==> src/rtl/reg_file_read_ctrlr_pkg.sv <==
// Shared constants and types for the register-file read controller.
// Build option RF_WB_BYPASS_EN enables write-back forwarding in the top level.
package reg_file_pkg;

  localparam int DATA_W   = 32;
  localparam int ADDR_W   = 5;
  localparam int CNT_W    = 2;
  localparam int NUM_REGS = 2**ADDR_W;

  localparam int unsigned ZERO_REG = 0;

  typedef logic [ADDR_W-1:0] reg_addr_t;
  typedef logic [DATA_W-1:0] reg_data_t;
  typedef logic [CNT_W-1:0]  sb_cnt_t;

endpackage

==> src/rtl/reg_file_read_ctrlr_if.sv <==
// Decode / write-back facing bus of the register-file read controller.
// Signal names follow the pipeline's w_* naming.
interface reg_file_read_ctrlr_if #(
  parameter int DATA_W = reg_file_pkg::DATA_W,
  parameter int ADDR_W = reg_file_pkg::ADDR_W
) ();

  logic              w_rd_req;
  logic [ADDR_W-1:0] w_rd_addr_s;
  logic [ADDR_W-1:0] w_rd_addr_t;
  logic              w_rd_use_s;
  logic              w_rd_use_t;
  logic              w_rd_grant;
  logic              w_stall;
  logic              w_rd_valid;
  logic [DATA_W-1:0] w_rd_data_s;
  logic [DATA_W-1:0] w_rd_data_t;
  logic              w_issue_valid;
  logic [ADDR_W-1:0] w_issue_waddr;
  logic              w_issue_full;
  logic              w_wb_en;
  logic [ADDR_W-1:0] w_wb_addr;
  logic [DATA_W-1:0] w_wb_data;
  logic              w_sb_err;

  modport master (
    output w_rd_req, w_rd_addr_s, w_rd_addr_t, w_rd_use_s, w_rd_use_t,
    output w_issue_valid, w_issue_waddr, w_wb_en, w_wb_addr, w_wb_data,
    input  w_rd_grant, w_stall, w_rd_valid, w_rd_data_s, w_rd_data_t,
    input  w_issue_full, w_sb_err
  );

  modport slave (
    input  w_rd_req, w_rd_addr_s, w_rd_addr_t, w_rd_use_s, w_rd_use_t,
    input  w_issue_valid, w_issue_waddr, w_wb_en, w_wb_addr, w_wb_data,
    output w_rd_grant, w_stall, w_rd_valid, w_rd_data_s, w_rd_data_t,
    output w_issue_full, w_sb_err
  );

endinterface

==> src/rtl/reg_file_read_ctrlr_scoreboard.sv <==
// Per-register outstanding-write counters with saturation, two-address
// pending lookup and a sticky underflow error.
module reg_file_scoreboard #(
  parameter int ADDR_W = reg_file_pkg::ADDR_W,
  parameter int CNT_W  = reg_file_pkg::CNT_W
) (
  input  logic              clk_i,
  input  logic              rst_ni,
  input  logic              issue_valid_i,
  input  logic [ADDR_W-1:0] issue_waddr_i,
  input  logic              wb_en_i,
  input  logic [ADDR_W-1:0] wb_addr_i,
  input  logic [ADDR_W-1:0] look_s_addr_i,
  input  logic [ADDR_W-1:0] look_t_addr_i,
  output logic              issue_full_o,
  output logic              pend_s_o,
  output logic              pend_t_o,
  output logic              last_s_o,
  output logic              last_t_o,
  output logic              sb_err_o
);
  import reg_file_pkg::*;

  localparam int                NREGS     = 2**ADDR_W;
  localparam logic [CNT_W-1:0]  CNT_MAX   = {CNT_W{1'b1}};
  localparam logic [CNT_W-1:0]  CNT_ONE   = CNT_W'(1);
  localparam logic [ADDR_W-1:0] ZERO_ADDR = ADDR_W'(ZERO_REG);

  logic [CNT_W-1:0] cnt_q [NREGS];
  logic [CNT_W-1:0] cnt_d [NREGS];
  logic             err_q;
  logic             err_d;
  logic             inc;
  logic             dec;
  logic             wb_live;

  always_comb begin
    issue_full_o = issue_valid_i && (issue_waddr_i != ZERO_ADDR) &&
                   (cnt_q[issue_waddr_i] == CNT_MAX);
    inc          = issue_valid_i && (issue_waddr_i != ZERO_ADDR) && !issue_full_o;
    wb_live      = wb_en_i && (wb_addr_i != ZERO_ADDR);
    // A write-back with nothing outstanding keeps the count at 0 and flags it.
    dec          = wb_live && (cnt_q[wb_addr_i] != '0);
    err_d        = err_q || (wb_live && (cnt_q[wb_addr_i] == '0));
    for (int i = 0; i < NREGS; i++) begin
      cnt_d[i] = cnt_q[i];
      if (inc && (issue_waddr_i == ADDR_W'(i))) begin
        cnt_d[i] = cnt_d[i] + CNT_ONE;
      end else begin
        cnt_d[i] = cnt_d[i];
      end
      if (dec && (wb_addr_i == ADDR_W'(i))) begin
        cnt_d[i] = cnt_d[i] - CNT_ONE;
      end else begin
        cnt_d[i] = cnt_d[i];
      end
    end
  end

  always_comb begin
    pend_s_o = (cnt_q[look_s_addr_i] != '0);
    pend_t_o = (cnt_q[look_t_addr_i] != '0);
    last_s_o = (cnt_q[look_s_addr_i] == CNT_ONE);
    last_t_o = (cnt_q[look_t_addr_i] == CNT_ONE);
    sb_err_o = err_q;
  end

  always_ff @(posedge clk_i or negedge rst_ni) begin
    if (!rst_ni) begin
      for (int i = 0; i < NREGS; i++) begin
        cnt_q[i] <= '0;
      end
      err_q <= 1'b0;
    end else begin
      for (int i = 0; i < NREGS; i++) begin
        cnt_q[i] <= cnt_d[i];
      end
      err_q <= err_d;
    end
  end

endmodule

==> src/rtl/reg_file_read_ctrlr.sv <==
// Register-file read side: storage, scoreboard-gated read grant, registered operands.
// Define RF_WB_BYPASS_EN to forward same-cycle write-back into grant and data.
module reg_file_read_ctrlr #(
  parameter int DATA_W = reg_file_pkg::DATA_W,
  parameter int ADDR_W = reg_file_pkg::ADDR_W,
  parameter int CNT_W  = reg_file_pkg::CNT_W
) (
  input logic                  clock,
  input logic                  reset_n,
  reg_file_read_ctrlr_if.slave bus
);
  import reg_file_pkg::*;

  localparam int                NREGS     = 2**ADDR_W;
  localparam logic [ADDR_W-1:0] ZERO_ADDR = ADDR_W'(ZERO_REG);
`ifdef RF_WB_BYPASS_EN
  localparam bit BYPASS_EN = 1'b1;
`else
  localparam bit BYPASS_EN = 1'b0;
`endif

  logic [DATA_W-1:0] mem_q [NREGS];
  logic              pend_s;
  logic              pend_t;
  logic              last_s;
  logic              last_t;
  logic              issue_full;
  logic              sb_err;
  logic              wb_live;
  logic              hazard_s;
  logic              hazard_t;
  logic              grant;
  logic [DATA_W-1:0] rd_s;
  logic [DATA_W-1:0] rd_t;
  logic              valid_q;
  logic              valid_d;
  logic [DATA_W-1:0] data_s_q;
  logic [DATA_W-1:0] data_s_d;
  logic [DATA_W-1:0] data_t_q;
  logic [DATA_W-1:0] data_t_d;

  reg_file_scoreboard #(
    .ADDR_W (ADDR_W),
    .CNT_W  (CNT_W)
  ) u_sb (
    .clk_i         (clock),
    .rst_ni        (reset_n),
    .issue_valid_i (bus.w_issue_valid),
    .issue_waddr_i (bus.w_issue_waddr),
    .wb_en_i       (bus.w_wb_en),
    .wb_addr_i     (bus.w_wb_addr),
    .look_s_addr_i (bus.w_rd_addr_s),
    .look_t_addr_i (bus.w_rd_addr_t),
    .issue_full_o  (issue_full),
    .pend_s_o      (pend_s),
    .pend_t_o      (pend_t),
    .last_s_o      (last_s),
    .last_t_o      (last_t),
    .sb_err_o      (sb_err)
  );

  // Hazards use pre-edge counts, so a same-cycle issue never blocks its own read.
  always_comb begin
    wb_live  = bus.w_wb_en && (bus.w_wb_addr != ZERO_ADDR);
    hazard_s = bus.w_rd_use_s && (bus.w_rd_addr_s != ZERO_ADDR) && pend_s &&
               !(BYPASS_EN && bus.w_wb_en && (bus.w_wb_addr == bus.w_rd_addr_s) && last_s);
    hazard_t = bus.w_rd_use_t && (bus.w_rd_addr_t != ZERO_ADDR) && pend_t &&
               !(BYPASS_EN && bus.w_wb_en && (bus.w_wb_addr == bus.w_rd_addr_t) && last_t);
    grant    = bus.w_rd_req && !hazard_s && !hazard_t;
    bus.w_rd_grant   = grant;
    bus.w_stall      = bus.w_rd_req && !grant;
    bus.w_issue_full = issue_full;
  end

  always_comb begin
    if (bus.w_rd_addr_s == ZERO_ADDR) begin
      rd_s = '0;
    end else if (BYPASS_EN && wb_live && (bus.w_wb_addr == bus.w_rd_addr_s)) begin
      rd_s = bus.w_wb_data;
    end else begin
      rd_s = mem_q[bus.w_rd_addr_s];
    end
    if (bus.w_rd_addr_t == ZERO_ADDR) begin
      rd_t = '0;
    end else if (BYPASS_EN && wb_live && (bus.w_wb_addr == bus.w_rd_addr_t)) begin
      rd_t = bus.w_wb_data;
    end else begin
      rd_t = mem_q[bus.w_rd_addr_t];
    end
  end

  always_comb begin
    valid_d = grant;
    if (grant) begin
      data_s_d = rd_s;
      data_t_d = rd_t;
    end else begin
      data_s_d = data_s_q;
      data_t_d = data_t_q;
    end
  end

  always_ff @(posedge clock or negedge reset_n) begin
    if (!reset_n) begin
      for (int i = 0; i < NREGS; i++) begin
        mem_q[i] <= '0;
      end
    end else if (wb_live) begin
      mem_q[bus.w_wb_addr] <= bus.w_wb_data;
    end else begin
      mem_q[bus.w_wb_addr] <= mem_q[bus.w_wb_addr];
    end
  end

  always_ff @(posedge clock or negedge reset_n) begin
    if (!reset_n) begin
      valid_q  <= 1'b0;
      data_s_q <= '0;
      data_t_q <= '0;
    end else begin
      valid_q  <= valid_d;
      data_s_q <= data_s_d;
      data_t_q <= data_t_d;
    end
  end

  assign bus.w_rd_valid  = valid_q;
  assign bus.w_rd_data_s = data_s_q;
  assign bus.w_rd_data_t = data_t_q;
  assign bus.w_sb_err    = sb_err;

endmodule

==> src/flat_wrapper.sv <==
// flat-port wrapper written by rule: the top's interface ports become plain ports
module reg_file_read_ctrlr_flat import reg_file_pkg::*;
#(
  parameter int DATA_W = reg_file_pkg::DATA_W,
  parameter int ADDR_W = reg_file_pkg::ADDR_W,
  parameter int CNT_W  = reg_file_pkg::CNT_W
)
  (clock, reset_n, bus_w_rd_req, bus_w_rd_addr_s, bus_w_rd_addr_t, bus_w_rd_use_s, bus_w_rd_use_t, bus_w_issue_valid, bus_w_issue_waddr, bus_w_wb_en, bus_w_wb_addr, bus_w_wb_data, bus_w_rd_grant, bus_w_stall, bus_w_rd_valid, bus_w_rd_data_s, bus_w_rd_data_t, bus_w_issue_full, bus_w_sb_err);
  reg_file_read_ctrlr_if #(.DATA_W(DATA_W), .ADDR_W(ADDR_W)) bus_i ();
  input logic clock;
  input logic reset_n;
  input wire logic [$bits(bus_i.w_rd_req)-1:0] bus_w_rd_req;
  input wire logic [$bits(bus_i.w_rd_addr_s)-1:0] bus_w_rd_addr_s;
  input wire logic [$bits(bus_i.w_rd_addr_t)-1:0] bus_w_rd_addr_t;
  input wire logic [$bits(bus_i.w_rd_use_s)-1:0] bus_w_rd_use_s;
  input wire logic [$bits(bus_i.w_rd_use_t)-1:0] bus_w_rd_use_t;
  input wire logic [$bits(bus_i.w_issue_valid)-1:0] bus_w_issue_valid;
  input wire logic [$bits(bus_i.w_issue_waddr)-1:0] bus_w_issue_waddr;
  input wire logic [$bits(bus_i.w_wb_en)-1:0] bus_w_wb_en;
  input wire logic [$bits(bus_i.w_wb_addr)-1:0] bus_w_wb_addr;
  input wire logic [$bits(bus_i.w_wb_data)-1:0] bus_w_wb_data;
  output wire logic [$bits(bus_i.w_rd_grant)-1:0] bus_w_rd_grant;
  output wire logic [$bits(bus_i.w_stall)-1:0] bus_w_stall;
  output wire logic [$bits(bus_i.w_rd_valid)-1:0] bus_w_rd_valid;
  output wire logic [$bits(bus_i.w_rd_data_s)-1:0] bus_w_rd_data_s;
  output wire logic [$bits(bus_i.w_rd_data_t)-1:0] bus_w_rd_data_t;
  output wire logic [$bits(bus_i.w_issue_full)-1:0] bus_w_issue_full;
  output wire logic [$bits(bus_i.w_sb_err)-1:0] bus_w_sb_err;
  assign bus_i.w_rd_req = bus_w_rd_req;
  assign bus_i.w_rd_addr_s = bus_w_rd_addr_s;
  assign bus_i.w_rd_addr_t = bus_w_rd_addr_t;
  assign bus_i.w_rd_use_s = bus_w_rd_use_s;
  assign bus_i.w_rd_use_t = bus_w_rd_use_t;
  assign bus_i.w_issue_valid = bus_w_issue_valid;
  assign bus_i.w_issue_waddr = bus_w_issue_waddr;
  assign bus_i.w_wb_en = bus_w_wb_en;
  assign bus_i.w_wb_addr = bus_w_wb_addr;
  assign bus_i.w_wb_data = bus_w_wb_data;
  assign bus_w_rd_grant = bus_i.w_rd_grant;
  assign bus_w_stall = bus_i.w_stall;
  assign bus_w_rd_valid = bus_i.w_rd_valid;
  assign bus_w_rd_data_s = bus_i.w_rd_data_s;
  assign bus_w_rd_data_t = bus_i.w_rd_data_t;
  assign bus_w_issue_full = bus_i.w_issue_full;
  assign bus_w_sb_err = bus_i.w_sb_err;
  reg_file_read_ctrlr #(.DATA_W(DATA_W), .ADDR_W(ADDR_W), .CNT_W(CNT_W)) u_core (.clock(clock), .reset_n(reset_n), .bus(bus_i));
endmodule
==> config.mk <==
export PLATFORM = sky130hd
export DESIGN_NAME = reg_file_read_ctrlr_flat
export DESIGN_NICKNAME = d
export VERILOG_FILES = /design/src/rtl/reg_file_read_ctrlr_pkg.sv /design/src/rtl/reg_file_read_ctrlr_if.sv /design/src/rtl/reg_file_read_ctrlr_scoreboard.sv /design/src/rtl/reg_file_read_ctrlr.sv /design/src/flat_wrapper.sv
export SDC_FILE = /design/constraint.sdc
export NUM_CORES = 2
export LEC_CHECK = 0
export CORE_UTILIZATION = 55
export DETAILED_ROUTE_END_ITERATION = 8
export HOLD_SLACK_MARGIN = 0.02
export PLACE_DENSITY = 0.72
export SLEW_MARGIN = 20
export SYNTH_ARGS = -nofsm -noshare
export SYNTH_HDL_FRONTEND = slang
export SYNTH_HIERARCHICAL = 1
export SYNTH_SLANG_ARGS = --single-unit
==> constraint.sdc <==
create_clock -name clock -period 5.9 [get_ports clock]
set_input_delay 1.18 -clock clock [delete_from_list [all_inputs] [get_ports clock]]
set_output_delay 1.18 -clock clock [all_outputs]
set_load 0.02 [all_outputs]
==> impl_metrics.csv <==
group,metric,value,unit
placed_design,globalplace.congestion,0.973,
drt,vias,60769,
placed_design,dp_slack,0.534,ns
setup_path,cp_max_fo,18,
setup_path,crit_type,"in2out",
synthesis,synth.cell_area,0.0736,mm^2
setup_path,cp.buffers_inverters,3,
drt,drt-total-wl,274000,um
layout,drive_above_1_share,0.249,
setup_path,endpoint_kind,"primary output",
clocking,cts_max_path_buffers,3,
grt,antenna_found_initial,4,
sta,fmax,183,MHz
die,ios,128,
synthesis,syn-num-nets,6687,
layout,syn_to_final_growth,9.47,%
power,p_per_area,370,mW/mm^2
drt,drtAntennaViolNets,0,
clocking,cts_resized,0,
drt,dr.first_iter.drc_count,8951,
die,core_area,0.132,mm^2
sta,fin_crit_sh,0.927,
layout,final_common_cell,"dfrtp_1",
placed_design,placed_area,0.0762,mm^2
sta,setup_slack,0.432,ns
sta,finalClockSkew,0.0316,ns
setup_path,critPathSlowestCell,"mux4_2",
layout,stdcell_area,0.0806,mm^2
sta,finalHoldViolations,0,
drt,vias_per_cell,7.42,
setup_path,max_stage_delay,0.54,ns
run_status,status,"complete, no violations",
layout,layout_common_cells,"dfrtp_1 (1154), nand2_1 (886), mux2i_1 (875), o31ai_1 (499), mux4_2 (340)",
setup_path,reg2reg_setup_slack,2.38,ns
clocking,numCtsBuffers,133,
sta,final.setup.tns,0,ns
setup_path,cp.required,4.72,ns
placed_design,port_buffers,127,
power,leakage,34.3,nW
drt,first_pass_iters,8,
sta,slew_headroom,0.163,
placed_design,hpwl,163000,um
die,initial_core_util,0.557,
setup_path,crit_arrival,4.29,ns
sta,finalMaxSlewViolations,0,
setup_path,crit_path_start_kind,"input port",
sta,worstMarginPinSlew,1.25,ns
drt,avgRoutedWirePerCell,33.4,um
grt,grt_overflow,0,
power,peakVddDrop,284,uV
run,cap_violations,0,
synthesis,yosys_warnings,6,
grt,grt_pass1_vias,59965,
sta,setup_violations,0,
sta,fin_crit,5.47,ns
synthesis,synth_cells,6628,
grt,grt_first_pass_wirelength,403000,um
synthesis,synth.avg_cell_area,11.1,um^2
clocking,htreeDepth,4,
drt,drcViolationCount,0,
sta,rsz0062_at_grt,"false",
die,die_x,368,um
grt,grt.total_usage,0.401,
clocking,cts_tree,"yes",
clocking,clk_latency,0.79,ns
min_path,hold_path.class,"reg2reg",
clocking,cts_hold_buf,0,
setup_path,cp_common_cell,"mux4_2",
setup_path,path_delay_family,"multiplexers",
die,num_rows,133,
clocking,cts_root_buf,"clkbuf_16",
setup_path,path_cells,"buf_8 > mux4_2 > mux4_2 > mux2i_1 > nand2_1 > a21boi_0 > a31o_2 > nand2_4 > buf_4 > and2_1 > clkdlybuf4s50_1",
clocking,clkSinkCount,1154,
layout,nNetsFinal,6388,
die,fp.dieH,368,um
die,die_area,0.135,mm^2
grt,grt_max_degree,151,
clocking,clk_pin_slew,0.06,ns
clocking,cts_setup_buffers,0,
-- layout make-up --
cell class,instances,area [um^2]
Tap cell,1755,2200
Timing Repair Buffer,387,3940
Clock buffer,192,3940
Clock inverter,38,438
Inverter,15,56.3
Sequential cell,1154,28900
Fill cell,10506,51500
Antenna cell,7,17.5
Multi-Input combinational cell,4638,41200
-- sequential cells by signal (all words and copies together), names as in the netlist, named ones only --
signal and flops:
u_core/mem_q 1024, u_core/u_sb/cnt_q 63, u_core/bus.w_rd_data_s 32, u_core/bus.w_rd_data_t 32
u_core/bus.w_rd_valid 1, u_core/u_sb/sb_err_o 1
-- worst reg2reg max path: stages, from the launching register on --
cell,delay (ns)
dfrtp_1,0.50
mux4_2,0.55
mux4_2,0.49
mux2i_1,0.16
nand2_1,0.10
a21boi_0,0.25
a31o_2,0.19
o211ai_1,0.14
buf_4,0.38
nor3_1,0.49
a22o_1,0.19
-- metal layers --
layer	GRT usage	routed length, um
met3	0.123	36300
met1	0.520	99100
met5	0	73
met4	0.270	21500
met2	0.576	117000
-- final timing paths --
kind | start | end | cells past startpoint
max in group asynchronous | reset_n | u_core/mem_q[459]$_DFFE_PN0N_ | 2
hold / removal | u_core/mem_q[1010]$_DFFE_PN0N_ | u_core/mem_q[1010]$_DFFE_PN0N_ | 0
setup reg to reg | u_core/u_sb/cnt_q[16]$_DFF_PN0_ | u_core/bus.w_rd_data_t[23]$_DFFE_PN0P_ | 10
hold reg to reg | u_core/mem_q[1010]$_DFFE_PN0N_ | u_core/mem_q[1010]$_DFFE_PN0N_ | 0
min in group asynchronous | reset_n | u_core/mem_q[890]$_DFFE_PN0N_ | 1
setup / recovery | bus_w_rd_addr_s[0] | bus_w_stall | 11
-- power by group --
group	total, mW	internal, mW	switching (mW)
registers	12.6	10.0	2.56
logic	8.80	4.29	4.51
clock network	8.43	4.94	3.49
-- metrics by stage --
step           instances   util  hold slack, ns  total power [mW]
2_1_floorplan       6628      -           0.469              18.2
3_3_place_gp        7945  0.576           0.407              20.8
3_5_place_dp        7948  0.577           0.410              21.2
4_1_cts             8178  0.610           0.424              29.6
5_1_grt             8179  0.610           0.435              31.0
6_report            8186  0.610           0.426              29.8
(Power assumes the default switching activity.)
